`src/rtl/ifetch_unit.sv`:
```
`default_nettype none
//==============================================================================
// Module   : ifetch_unit
// Purpose  : Instruction fetch front end. Accepts fetch addresses from the PC
//            register, issues one word-aligned instruction-memory request at a
//            time and buffers returned words in a small in-order queue that
//            decode drains. A flush discards the queue and any data still owed
//            by memory for the abandoned request.
// Revision : 1.0 - initial release
//------------------------------------------------------------------------------
// Parameters
//   QDEPTH      instruction queue entries (power of two, >= 2)
// Ports
//   clk         rising-edge clock
//   rst_n       asynchronous active-low reset
//   pc_in       fetch address           pc_valid / pc_ready  handshake
//   flush       discard queued and in-flight fetches
//   imem_req    memory request          imem_addr  word-aligned address
//   imem_ack    memory data this cycle  imem_rdata read data
//   inst_valid  queue head valid        inst_ready decode consumes head
//   inst_out    head instruction word   inst_pc    PC of head
//   inst_fault  head entry is a misalignment fault
// Build options
//   IFETCH_ALIGN_CHECK_EN  when defined, a misaligned pc_in produces a fault
//                          entry instead of a memory request; when undefined
//                          the low address bits are ignored, inst_fault = 0.
//==============================================================================
module ifetch_unit #(
   parameter int QDEPTH = 2
) (
   input  logic        clk,
   input  logic        rst_n,
   input  logic [31:0] pc_in,
   input  logic        pc_valid,
   output logic        pc_ready,
   input  logic        flush,
   output logic        imem_req,
   output logic [31:0] imem_addr,
   input  logic        imem_ack,
   input  logic [31:0] imem_rdata,
   output logic        inst_valid,
   input  logic        inst_ready,
   output logic [31:0] inst_out,
   output logic [31:0] inst_pc,
   output logic        inst_fault
);

   localparam int AW = $clog2(QDEPTH);
   localparam logic [AW:0]   c_DEPTH   = (AW+1)'(QDEPTH);
   localparam logic [AW:0]   c_CNT_ONE = (AW+1)'(1);
   localparam logic [AW-1:0] c_PTR_ONE = AW'(1);

   typedef enum logic [1:0] {
      IDLE  = 2'd0,
      REQ   = 2'd1,
      DRAIN = 2'd2
   } state_t;

   state_t        r_state;
   state_t        w_state_nxt;

   logic [31:0]   r_pc;
   logic [AW-1:0] r_wr_ptr;
   logic [AW-1:0] r_rd_ptr;
   logic [AW:0]   r_count;
   logic [31:0]   r_q_data [QDEPTH];
   logic [31:0]   r_q_pc   [QDEPTH];

   logic          w_accept;
   logic          w_latch_pc;
   logic          w_push;
   logic          w_pop;
   logic [31:0]   w_push_data;
   logic [31:0]   w_push_pc;

`ifdef IFETCH_ALIGN_CHECK_EN
   logic          r_q_fault [QDEPTH];
   logic          w_push_fault;
`endif

   //---------------------------------------------------------------------------
   // Handshakes. Outstanding requests only exist outside IDLE, so in IDLE the
   // reservation check reduces to the queue count alone. Gating with rst_n
   // keeps pc_ready low for the whole reset interval.
   //---------------------------------------------------------------------------
   assign pc_ready   = rst_n && (r_state == IDLE) && !flush && (r_count < c_DEPTH);
   assign w_accept   = pc_valid && pc_ready;
   assign inst_valid = (r_count != '0);
   // Flush wins over a pop on the same edge.
   assign w_pop      = inst_valid && inst_ready && !flush;

   assign imem_addr  = {r_pc[31:2], 2'b00};

   // Head is zeroed while empty so stale storage never leaks to decode.
   assign inst_out   = inst_valid ? r_q_data[r_rd_ptr] : 32'h0;
   assign inst_pc    = inst_valid ? r_q_pc[r_rd_ptr]   : 32'h0;
`ifdef IFETCH_ALIGN_CHECK_EN
   assign inst_fault = inst_valid ? r_q_fault[r_rd_ptr] : 1'b0;
`else
   assign inst_fault = 1'b0;
`endif

   //---------------------------------------------------------------------------
   // FSM state register
   //---------------------------------------------------------------------------
   always_ff @(posedge clk or negedge rst_n) begin
      if (!rst_n) begin
         r_state <= IDLE;
      end else begin
         r_state <= w_state_nxt;
      end
   end

   //---------------------------------------------------------------------------
   // FSM next state and outputs
   //---------------------------------------------------------------------------
   always_comb begin
      w_state_nxt = r_state;
      imem_req    = 1'b0;
      w_latch_pc  = 1'b0;
      w_push      = 1'b0;
      w_push_data = imem_rdata;
      w_push_pc   = r_pc;
`ifdef IFETCH_ALIGN_CHECK_EN
      w_push_fault = 1'b0;
`endif
      case (r_state)
         IDLE: begin
            if (w_accept) begin
`ifdef IFETCH_ALIGN_CHECK_EN
               if (pc_in[1:0] != 2'b00) begin
                  // Misaligned fetch: queue a fault marker, never touch memory.
                  w_push       = 1'b1;
                  w_push_data  = 32'h0;
                  w_push_pc    = pc_in;
                  w_push_fault = 1'b1;
               end else begin
                  w_latch_pc  = 1'b1;
                  w_state_nxt = REQ;
               end
`else
               w_latch_pc  = 1'b1;
               w_state_nxt = REQ;
`endif
            end
         end
         REQ: begin
            imem_req = 1'b1;
            if (imem_ack) begin
               // A flush on the ack edge simply drops the returning word.
               w_push      = !flush;
               w_state_nxt = IDLE;
            end else if (flush) begin
               // Memory still owes us a word; keep the request up to absorb it.
               w_state_nxt = DRAIN;
            end
         end
         DRAIN: begin
            imem_req = 1'b1;
            if (imem_ack) begin
               w_state_nxt = IDLE;
            end
         end
         default: begin
            w_state_nxt = IDLE;
         end
      endcase
   end

   //---------------------------------------------------------------------------
   // Latched fetch address and queue control. Space for a returning word is
   // reserved at accept time, so a push can never find the queue full.
   //---------------------------------------------------------------------------
   always_ff @(posedge clk or negedge rst_n) begin
      if (!rst_n) begin
         r_pc     <= 32'h0;
         r_wr_ptr <= '0;
         r_rd_ptr <= '0;
         r_count  <= '0;
      end else begin
         if (w_latch_pc) begin
            r_pc <= pc_in;
         end
         if (flush) begin
            r_wr_ptr <= '0;
            r_rd_ptr <= '0;
            r_count  <= '0;
         end else begin
            if (w_push) begin
               r_wr_ptr <= r_wr_ptr + c_PTR_ONE;
            end
            if (w_pop) begin
               r_rd_ptr <= r_rd_ptr + c_PTR_ONE;
            end
            case ({w_push, w_pop})
               2'b10:   r_count <= r_count + c_CNT_ONE;
               2'b01:   r_count <= r_count - c_CNT_ONE;
               default: r_count <= r_count;
            endcase
         end
      end
   end

   //---------------------------------------------------------------------------
   // Queue storage; contents are only observed while the count says valid.
   //---------------------------------------------------------------------------
   always_ff @(posedge clk) begin
      if (w_push) begin
         r_q_data[r_wr_ptr] <= w_push_data;
         r_q_pc[r_wr_ptr]   <= w_push_pc;
`ifdef IFETCH_ALIGN_CHECK_EN
         r_q_fault[r_wr_ptr] <= w_push_fault;
`endif
      end
   end

endmodule
`default_nettype wire

```
`config.mk`:
```
export PLATFORM = sky130hd
export DESIGN_NAME = ifetch_unit
export DESIGN_NICKNAME = d
export VERILOG_FILES = /design/src/rtl/ifetch_unit.sv
export SDC_FILE = /design/constraint.sdc
export NUM_CORES = 1
export LEC_CHECK = 0
export CAP_MARGIN = 25
export CORE_MARGIN = 4
export CORE_UTILIZATION = 48
export CTS_BUF_LIST = sky130_fd_sc_hd__clkbuf_8 sky130_fd_sc_hd__clkbuf_16
export CTS_CLUSTER_SIZE = 20
export DETAILED_ROUTE_END_ITERATION = 8
export PLACE_DENSITY_LB_ADDON = 0.3
export SLEW_MARGIN = 5
export SYNTH_ARGS = -nofsm -noshare
export SYNTH_HDL_FRONTEND = slang
export SYNTH_SLANG_ARGS = --single-unit
```
`constraint.sdc`:
```
create_clock -name clk -period 19.2 [get_ports clk]
set_input_delay 5.76 -clock clk [delete_from_list [all_inputs] [get_ports clk]]
set_output_delay 5.76 -clock clk [all_outputs]
set_load 0.01 [all_outputs]
```
=== Word level (Yosys, flattened, before mapping) ===
Memory sizes are Yosys's and may differ from the RTL's.
Cells that the tools add are included.

* Bitwise logic cells: 0
* Divide/modulo/power cells: 0
* Shifts and indexed selects: 0
* Add/sub/neg operators: 4
* Equality and inequality tests: 7
* Order comparisons: 1
* $mul: 0
* Reductions and logical operators: 14
* Multiplexer cells: 20

{| class="wikitable"
|+ Operators with widths
! kind !! count
|-
| $mux W32 || 2
|-
| $mux W1 || 11
|-
| $mux W2 || 5
|-
| $logic_and A1 B1 Y1 || 6
|-
| $pmux W2 S3 || 1
|-
| $reduce_bool A2 Y1 || 3
|-
| $eq A2 B1 Y1 const B || 2
|-
| $eq A2 B2 Y1 const B || 2
|-
| $ne A2 B2 Y1 const B || 2
|-
| $pmux W2 S2 || 1
|-
| $ne A3 B3 Y1 const B || 1
|-
| $reduce_and A3 Y1 || 1
|-
| $reduce_bool A3 Y1 || 1
|-
| $add A1 B1 Y1 const B || 2
|-
| $add A2 B1 Y2 const B || 1
|-
| $logic_not A2 Y1 || 1
|-
| $lt A2 B2 Y1 const B || 1
|-
| $reduce_or A2 Y1 || 1
|-
| $sub A2 B1 Y2 const B || 1
|-
| $logic_not A1 Y1 || 1
|}

* Latch bits: 0
* Output and inout bits: 100
* RAM bits: 128
* Memory bits (read-only): 0
* Bits of input ports: 70
* Memories kept: 2
* Register bits after elaboration: 38

{| class="wikitable"
|+ Memories
! name !! depth !! bits a word !! read ports !! clocked after memory_dff !! wr ports !! line !! source
|-
| r_q_data || 2 || 32 || 1 || 0 || 1 || 66 || <nowiki>logic [31:0] r_q_data [QDEPTH];</nowiki>
|-
| r_q_pc || 2 || 32 || 1 || 0 || 1 || 67 || <nowiki>logic [31:0] r_q_pc [QDEPTH];</nowiki>
|}

=== Depth between registers and ports, before layout ===
* Depth in word-level cells: 7
* Mapped depth: 7
* Mapped depth without buffers: 6

=== Worst setup path before layout ===
Ideal clock, no wire load.

* Path kind: input to output
* Start: input port flush
* End: output port pc_ready
* Path slack: 7346 ps
* Buffers on the path: 1
* Stages: 2
* Data arrival time: 6094 ps
* Path through: buf_6 > nor3_4

* Longest elaborated chain between the ends: 3

{| class="wikitable"
|+ Ends and longest elaborated chain
! element !! line !! source
|-
| start: declaration || 36 || <nowiki>input logic flush,</nowiki>
|-
| $logic_not A1 Y1 || 86 || <nowiki>assign pc_ready = rst_n && (r_state == IDLE) && !flush && (r_count < c_DEPTH);</nowiki>
|-
| $logic_and A1 B1 Y1 (2 in a row) || 86 ||
|-
| end: declaration || 35 || <nowiki>output logic pc_ready,</nowiki>
|}

No other way between the ends.

=== Final worst setup path ===
Same ends and word-level chain as after synthesis.

==> flow_summary.json <==
{
  "syn_area_sq_mm": 0.00676,
  "synth-compound-area-share": 0.00537,
  "synth_warnings": 0,
  "clk_path_buf_depth": 2,
  "tightest_slew_ns": 0.683,
  "hold_viol": 0,
  "syn_area_per_cell_sq_um": 16.2,
  "synthAdderAreaFrac": 0.00741,
  "numCtsBuffers": 17,
  "first_pass_iters": 4,
  "max_slew_margin": 0.544,
  "drive_gt1_frac": 0.127,
  "clk-insertion-delay-late_ns": 0.42,
  "leakagePower_nw": 3.21,
  "setup-tns-final_ns": 0,
  "hold_class": "flop to flop",
  "setup_viol": 0,
  "synth-edff-count": 128,
  "nets": 635,
  "synth_top_family_by_area": "multiplexers",
  "antenna_found_initial": 1,
  "overflow": 0,
  "ys_top_cells_by_count": "128 x edfxtp_1, 71 x nor2_1, 66 x mux2i_1",
  "timing.fmax_ghz": 0.0769,
  "wl_per_cell_um": 17.1,
  "die_area_sq_mm": 0.0160,
  "drt-total-wl_um": 12900,
  "synth-simple-area-share": 0.0493,
  "area_growth_pct": 32.1,
  "outcome": "finished clean",
  "cts_resized": 0,
  "die_y_um": 127,
  "cp.arrival_ns": 7.24,
  "synth.mux.area_fraction": 0.169,
  "grtUsageTotal": 0.165,
  "core_area_sq_mm": 0.0138,
  "rsz0062_at_grt": "no",
  "ys_top_cells_by_area": "edfxtp_1 57%, dfrtp_1 14%, mux2i_1 9.8%, mux2_4 6.7%, nor2_1 3.9%",
  "dr_total_vias": 3661,
  "place_congestion": 0.787,
  "remaining_drc_errors": 0,
  "synth_most_common_cell": "edfxtp_1",
  "seq_area_frac_synth": 0.709,
  "power.density_mw_per_mm2": 127,
  "ys_types": 24,
  "ys.flop_type": "edfxtp_1",
  "clkSinkCount": 166,
  "cts_setup_buffers": 0,
  "min_period_ns": 13.00,
  "drt_iter0_drc": 207,
  "cts_hold_buffers": 0,
  "portBuffers": 166,
  "yosys.area.top_type": "edfxtp_1",
  "synth_top_area_frac": 0.569,
  "io_pins": 170,
  "synthCells": 417,
  "start_util": 0.489,
  "fin_util": 0.646,
  "ant_nets": 0,
  "core.rowCount": 43,
  "critPathKind": "input pin to output pin",
  "clk_pin_slew_ns": 0.06,
  "slew_violations": 0,
  "grt_pass1_vias": 3880,
  "ir_drop_mv": 0.0826,
  "cts_root_buf": "clkbuf_16",
  "cts_tree": "built",
  "fin_skew_ns": 0.00703,
  "async_flop_share": 0.229,
  "cp-start-kind": "input pin",
  "die_w_um": 127,
  "worst-path-max-fanout": 10,
  "viasPerCell": 4.86,
  "maxCapViolCount": 0,
  "cp-end-kind": "output pin",
  "grt_pass1_wl_um": 20000,
  "rrSetupSlack_ns": 17.02,
  "period_share": 0.677,
  "synth-seq-cells": 166,
  "antenna_cells": 0,
  "synth_xor_area_frac": 0.00389,
  "grt_start_max_net_pins": 42,
  "hpwl_um": 8550,
  "htreeDepth": 4,
  "crit_required_ns": 13.44
}
report_power, final:
group | internal [W] | switching, W
sequential | 0.000475 | 0.0000505
clock | 0.000173 | 0.000125
combinational | 0.000184 | 0.000127
total | 0.000832 | 0.000302
layout by cell type (no fill, tap or decap):
cell type / n
mux2i_1: 66
inv_1: 6
ha_1: 4
buf_2: 1
nand2_2: 1
buf_12: 1
o31ai_1: 1
a21oi_1: 3
nor3_1: 1
buf_16: 1
nor3_2: 1
dfrtp_1: 37
clkinv_2: 4
mux2_4: 30
clkbuf_16: 17
o21ai_0: 1
mux2_2: 3
nor2_1: 70
clkinvlp_4: 2
clkinv_1: 4
o32ai_1: 1
nor3_4: 1
clkinv_4: 1
conb_1: 3
edfxtp_1: 128
buf_4: 6
clkdlybuf4s50_1: 165
bufinv_16: 1
nor2_4: 1
dfrtp_4: 1
nor3b_2: 1
xor2_1: 3
nand2_1: 7
cells by family after synthesis:
group	Yosys count
other	1
AO/OA/AOI/OAI	6
buffers and inverters	55
multiplexers	99
flip-flops	166
adder cells (fa/ha/maj)	4
AND/OR/NAND/NOR	83
XOR/XNOR	3
worst max-delay path, cell delays in order:
cell	delay (ns)
clkdlybuf4s50_1	0.63
nor3_4	0.28
clkdlybuf4s50_1	0.57
area by class of cell:
class                   count  area [sq um]
inverters                   4          15.0
clock inverters            14          96.3
well taps                 180           225
clock buffers              17           425
repair buffers            174          1750
multi-input cells         198          1620
fillers                   974          4900
flip-flops and latches    166          4800
metrics by stage:
| stage | instance area [sq um] | worst slack [ns] | total power [W] | hold WS, ns | std cells |
|---|---|---|---|---|---|
| floorplan | 6770 | 7.35 | 0.000724 | 0.442 | 419 |
| global placement | 8360 | 6.23 | 0.000835 | 0.455 | 720 |
| detailed placement | 8410 | 6.18 | 0.000845 | 0.465 | 722 |
| CTS | 8930 | 6.18 | 0.00115 | 0.474 | 753 |
| global route | 8930 | 6.10 | 0.00119 | 0.496 | 753 |
| finish | 8930 | 6.20 | 0.00113 | 0.467 | 753 |
sequential cells by signal (all words and copies together), names as in the netlist:
signal	flops
r_q_data	64
r_wr_ptr	1
r_state	2
r_rd_ptr	1
r_pc	32
r_count	2
r_q_pc	64
worst paths after layout:
kind	start	end	cells after the start
setup / recovery	flush	pc_ready	3
hold / removal	r_pc[0]$_DFFE_PN0P_	r_q_pc[0][0]$_DFFE_PP_	0
setup reg to reg	r_count[1]$_DFFE_PN0P_	r_rd_ptr$_DFFE_PN0P_	6
hold reg to reg	r_pc[0]$_DFFE_PN0P_	r_q_pc[0][0]$_DFFE_PP_	0
max in group asynchronous	rst_n	r_rd_ptr$_DFFE_PN0P_	2
min in group asynchronous	rst_n	r_pc[12]$_DFFE_PN0P_	2
layer usage:
metal	part of all wire	vias up	global-route usage
li1	-	1747	-
met1	0.43	1772	0.207
met2	0.48	126	0.261
met3	0.075	14	0.0648
met4	0.010	2	0.0587
met5	0.00093	-	0
(Power assumes the default switching activity.)
